File: src/rtl/hex_rate_counter_pkg.sv
// Shared definitions for the hex rate counter: rate encodings, glyph table, period multipliers.
package hex_rate_counter_pkg;

  typedef enum logic [1:0] {
    RATE_CLK  = 2'b00,
    RATE_1HZ  = 2'b01,
    RATE_2S   = 2'b10,
    RATE_4S   = 2'b11
  } rate_e;

  localparam int unsigned NIBBLE_W = 4;
  localparam int unsigned SEG_W    = 7;

  // Active-low glyphs, bit order g..a, entry n is hex digit n.
  localparam logic [15:0][SEG_W-1:0] SEG_GLYPH = {
    7'b0001110,  // F
    7'b0000110,  // E
    7'b0100001,  // d
    7'b1000110,  // C
    7'b0000011,  // b
    7'b0001000,  // A
    7'b0010000,  // 9
    7'b0000000,  // 8
    7'b1111000,  // 7
    7'b0000010,  // 6
    7'b0010010,  // 5
    7'b0011001,  // 4
    7'b0110000,  // 3
    7'b0100100,  // 2
    7'b1111001,  // 1
    7'b1000000   // 0
  };

  // Multiplier of CLK_HZ per rate; RATE_CLK is special-cased to a period of one cycle.
  function automatic int unsigned rate_mult(input rate_e r);
    case (r)
      RATE_CLK: rate_mult = 1;
      RATE_1HZ: rate_mult = 1;
      RATE_2S:  rate_mult = 2;
      default:  rate_mult = 4;
    endcase
  endfunction

endpackage

File: src/rtl/hex_to_seg7.sv
// One hex digit to active-low seven-segment pattern (g..a), purely combinational.
module hex_to_seg7
  import hex_rate_counter_pkg::*;
(
  input  logic [NIBBLE_W-1:0] nibble,
  output logic [SEG_W-1:0]    seg_c
);

  assign seg_c = SEG_GLYPH[nibble];

endmodule

File: src/rtl/hex_rate_counter.sv
// Up/down hex counter advanced by a selectable-rate tick divider, with seven-segment outputs.
module hex_rate_counter
  import hex_rate_counter_pkg::*;
#(
  parameter int unsigned CLK_HZ = 50000000,
  parameter int unsigned DIGITS = 2
) (
  input  logic                  CLOCK_50,
  input  logic                  Resetn,
  input  logic [1:0]            rate_sel,
  input  logic                  en,
  input  logic                  up,
  input  logic                  load,
  input  logic [4*DIGITS-1:0]   load_val,
  output logic [4*DIGITS-1:0]   value,
  output logic                  tick,
  output logic                  wrap,
  output logic [7*DIGITS-1:0]   HEX
);

  localparam int unsigned VAL_W = 4 * DIGITS;
  localparam int unsigned DIV_W = $clog2(4 * CLK_HZ);

  rate_e             rate_q;
  rate_e             rate_in_c;
  logic [DIV_W-1:0]  div_q;
  logic [DIV_W-1:0]  reload_c;
  logic              rate_chg_c;
  logic              expire_c;
  logic              wrap_c;
  logic [VAL_W-1:0]  next_val_c;

  // Reload value always follows the incoming rate so a change takes effect on its first edge.
  always_comb begin
    rate_in_c  = rate_e'(rate_sel);
    reload_c   = '0;
    if (rate_in_c != RATE_CLK) begin
      reload_c = DIV_W'(rate_mult(rate_in_c) * CLK_HZ - 1);
    end
    rate_chg_c = (rate_in_c != rate_q);
    expire_c   = en && !load && !rate_chg_c && (div_q == '0);
    next_val_c = up ? (value + VAL_W'(1)) : (value - VAL_W'(1));
    wrap_c     = up ? (&value) : (value == '0);
  end

  // Divider, counter and registered pulses; load outranks a rate change, which outranks en.
  always_ff @(posedge CLOCK_50 or negedge Resetn) begin
    if (!Resetn) begin
      rate_q <= RATE_CLK;
      div_q  <= '0;
      value  <= '0;
      tick   <= 1'b0;
      wrap   <= 1'b0;
    end else begin
      rate_q <= rate_in_c;
      tick   <= expire_c;
      wrap   <= expire_c && wrap_c;
      if (load) begin
        value <= load_val;
        div_q <= reload_c;
      end else if (rate_chg_c) begin
        div_q <= reload_c;
      end else if (en) begin
        if (div_q == '0) begin
          div_q <= reload_c;
          value <= next_val_c;
        end else begin
          div_q <= div_q - DIV_W'(1);
        end
      end
    end
  end

  for (genvar i = 0; i < DIGITS; i++) begin : g_digit
    hex_to_seg7 u_seg (
      .nibble (value[4*i +: 4]),
      .seg_c  (HEX[7*i +: 7])
    );
  end

endmodule
File: config.mk
export PLATFORM = sky130hd
export DESIGN_NAME = hex_rate_counter
export DESIGN_NICKNAME = d
export VERILOG_FILES = /design/src/rtl/hex_rate_counter_pkg.sv /design/src/rtl/hex_to_seg7.sv /design/src/rtl/hex_rate_counter.sv
export SDC_FILE = /design/constraint.sdc
export NUM_CORES = 1
export LEC_CHECK = 0
export BUFFER_PORTS_ARGS = -buffer_cell sky130_fd_sc_hd__clkbuf_2
export CORE_ASPECT_RATIO = 1.4
export CORE_UTILIZATION = 61
export CTS_BUF_LIST = sky130_fd_sc_hd__clkbuf_4 sky130_fd_sc_hd__clkbuf_8
export DETAILED_ROUTE_END_ITERATION = 8
export GPL_TIMING_DRIVEN = 0
export PLACE_DENSITY = 0.88
export SYNTH_ARGS = -nofsm -noshare
export SYNTH_HDL_FRONTEND = slang
export SYNTH_SLANG_ARGS = --single-unit
File: constraint.sdc
create_clock -name CLOCK_50 -period 2.7 [get_ports CLOCK_50]
set_input_delay 0.405 -clock CLOCK_50 [delete_from_list [all_inputs] [get_ports CLOCK_50]]
set_output_delay 0.405 -clock CLOCK_50 [all_outputs]
set_load 0.01 [all_outputs]
==> metrics.md <==
| Metric | Value |
|---|---|
| PortBufs | 37 |
| Worst VDD drop | 0.0003486 V |
| Seq/Total Area, Yosys | 31.60% |
| Synth Flop Type | dfrtp_1 |
| Aggregate global-route resource usage | 34.27% |
| Pre-CTS setup slack | -0.2279 ns |
| PwrDens | 484.3 nW/um^2 |
| H-tree Lvls | 2 |
| Peak Freq | 383.2 MHz |
| Final hold viol count | 0 |
| CP Launch Type | register |
| Root Driver | clkbuf_8 |
| Post-route ant nets | 0 |
| Top-count cell post-synth | dfrtp_1 |
| Area delta synth->final | 13.94% |
| CTS Hold Buffers Added | 0 |
| Syn avg cell area | 8.471 um^2 |
| Design Power | 1748 uW |
| Total vias in the final route | 3,191 |
| Final Wtd Congestion | 0.9616 |
| Crit path capture type | register |
| Final setup margin | 0.09014 ns |
| Layout Utilization | 73.41% |
| Clock Skew | 0.01081 ns |
| Layout cells sized above 1 | 17.62% |
| Synth area leaders | dfrtp_1, ha_1, o21ai_0 |
| Final Cell Area | 3610 um^2 |
| Worst-margin pin slew | 1.037 ns |
| Largest net degree at the start of global routing | 41 |
| Synthesis Warnings | 0 |
| Yosys cell types | 58 |
| Clock tree buffer depth | 2 |
| Placed cell areas | 3433 um^2 |
| Outcome | completed |
| Max-cap viol count | 0 |
| # setup viols final | 0 |
| Routed vias/inst | 6.593 |
| Synthesized cell area | 3168 um^2 |
| Max-slew violation count | 0 |
| EDFF count, synth | 0 |
| Syn Inst Count | 374 |
| Total Wirelength | 8.586 mm |
| Fillcell total | 371 |
| Routed len/inst | 17.74 um |
| Nets@finish | 459 |
| Clk pin slew, worst setup/hold paths | 0.08 ns |
| Register bit total from synthesis | 40 |
| Total global routing overflow | 0 |
| Die Y | 87.27 um |
| Post-route DRC violation count | 0 |
| CTS tree | yes |
| Die footprint | 5490 um^2 |
| Max FO, Critical Path | 5 |
| P_leak | 0.001564 uW |
| First-pass GRT wire length | 14.55 mm |
| N_diodes | 0 |
| Slew margin rel. | 30.88% |
| Initial antenna violation count | 0 |
| Worst Hold Class | input port to async pin |
| Minimum clock period | 2.610 ns |
| Clk sinks | 40 |
| Initial Util | 64.43% |
| DR iter-0 viols | 204 |
| Commonest cells post-synth | dfrtp_1, o21ai_0, nor2_1, a21oi_1 |
| Dpl hpwl | 6.303 mm |
| Core box area | 4917 um^2 |
| IO Pins | 39 |
| Crit path DAT | 2.83 ns |
| Latest clock arrival within the worst-skew pair | 0.30 ns |
| CTS buffer count | 5 |
| Worst path required time | 2.92 ns |
| Yosys top cell by area | dfrtp_1 |
| Setup CP Type | register to register |
| Synth Net Count | 414 |
| Synth top area share | 31.60% |
| Post-synth ARST share | 100.0% |
| 1st-pass router iterations | 5 |
| Period utilisation layout | 96.66% |
| Row count | 30 |
| Vias in the first global route | 3,192 |
| RSZ-0062 raised after global routing | true |
| Chip width | 62.91 um |
[critical path, cell delays in order, from the launching register on]
cell	delay (ns)
dfrtp_1	0.43
or4_4	0.59
or3_4	0.39
nor4_4	0.34
nand4_2	0.20
or3_1	0.38
a31oi_1	0.20
[cells by family after synthesis]
| family | count (synthesis) | share of synthesized area, % |
|---|---|---|
| and+or+nand+nor | 148 | 25.99 |
| AOI/OAI and AO/OA | 108 | 20.93 |
| DFF | 40 | 31.60 |
| buffers and inverters | 33 | 4.699 |
| adders and majority gates | 25 | 10.11 |
| xor gates and xnor gates | 11 | 3.041 |
| muxes | 9 | 3.633 |
[layout by cell type, fill, tap and decap left out, drive strengths merged, types with 2 or more instances in the layout]
| cell type | Yosys | layout |
|---|---|---|
| or3 | 7 | 7 |
| o311ai | 6 | 6 |
| clkbuf | 12 | 57 |
| nor3b | 3 | 3 |
| a211oi | 2 | 2 |
| mux2i | 7 | 7 |
| nor2 | 33 | 33 |
| nand4 | 7 | 7 |
| nand3 | 14 | 14 |
| inv | 15 | 15 |
| nand3b | 3 | 3 |
| nor2b | 7 | 7 |
| nor4 | 12 | 12 |
| and4 | 3 | 3 |
| and2 | 5 | 5 |
| nor3 | 16 | 16 |
| buf | 5 | 4 |
| o21ai | 37 | 37 |
| a31oi | 5 | 5 |
| a22o | 4 | 4 |
| mux4 | 2 | 2 |
| a32o | 2 | 2 |
| nand2 | 24 | 24 |
| a21o | 4 | 4 |
| a21oi | 30 | 30 |
| dfrtp | 40 | 40 |
| xnor2 | 5 | 5 |
| nand2b | 6 | 6 |
| ha | 24 | 24 |
| a311oi | 3 | 3 |
| or3b | 2 | 2 |
| o22ai | 4 | 4 |
| o211ai | 3 | 3 |
| xor2 | 6 | 6 |
| o41ai | 2 | 2 |
| or4 | 3 | 3 |
[worst paths after layout]
kind | slack [ns] | start | cells past startpoint | to
min reg2reg | 0.57 | div_q[21] | 1 | div_q[21]
min | 0.27 | Resetn | 1 | value[1]
max | 0.09 | div_q[19] | 6 | value[7]
min in group CLOCK_50 | 0.29 | rate_sel[1] | 1 | rate_q[1]
max in group asynchronous | 1.78 | Resetn | 1 | div_q[24]
max reg2reg | 0.09 | div_q[19] | 6 | value[7]
[power by group]
group,internal (uW),total (uW),switching (uW)
logic,212,490,278
registers,658,756,97.8
clock network,285,502,218
total,1150,1750,593
[through the flow]
| step | hold slack, ns | TNS (ns) | instances |
|---|---|---|---|
| finish | 0.2670 | 0 | 484 |
| global route | 0.2849 | -0.05891 | 484 |
| CTS | 0.2845 | 0 | 483 |
| detailed placement | 0.5398 | -2.645 | 475 |
| global placement | 0.5334 | -2.612 | 475 |
| floorplan | 0.1094 | 0 | 374 |
[cell type report]
| cell class | instances | area (um^2) | area share (%) |
|---|---|---|---|
| buffer | 18 | 100.1 | 2.773 |
| tap | 64 | 80.08 | 2.218 |
| multi-input combinational | 301 | 2068 | 57.30 |
| inverter | 15 | 56.30 | 1.560 |
| clock buffer | 6 | 76.32 | 2.114 |
| timing repair buffer | 38 | 192.7 | 5.338 |
| sequential | 40 | 1001 | 27.73 |
| clock inverter | 2 | 35.03 | 0.9705 |
[registers in the layout (all words and copies together) (netlist names)]
name	cells
div_q	28
tick	1
rate_q	2
wrap	1
value	8
[layer usage]
| metal | track usage (%) | vias up | wire length (um) |
|---|---|---|---|
| met5 | 0 | - | 0 |
| met4 | 23.26 | 0 | 415 |
| met3 | 5.105 | 40 | 434 |
| met2 | 62.76 | 156 | 4557 |
| met1 | 35.89 | 1514 | 3178 |
| li1 | - | 1481 | - |
[timing repair]
action                                  CTS  global route
endpoints found under the setup margin   21            21
resized for setup                         3            13
setup buffers                             0             1
hold endpoints to repair                  0             0
pin swaps                                 0             1
(Power assumes the default switching activity.)
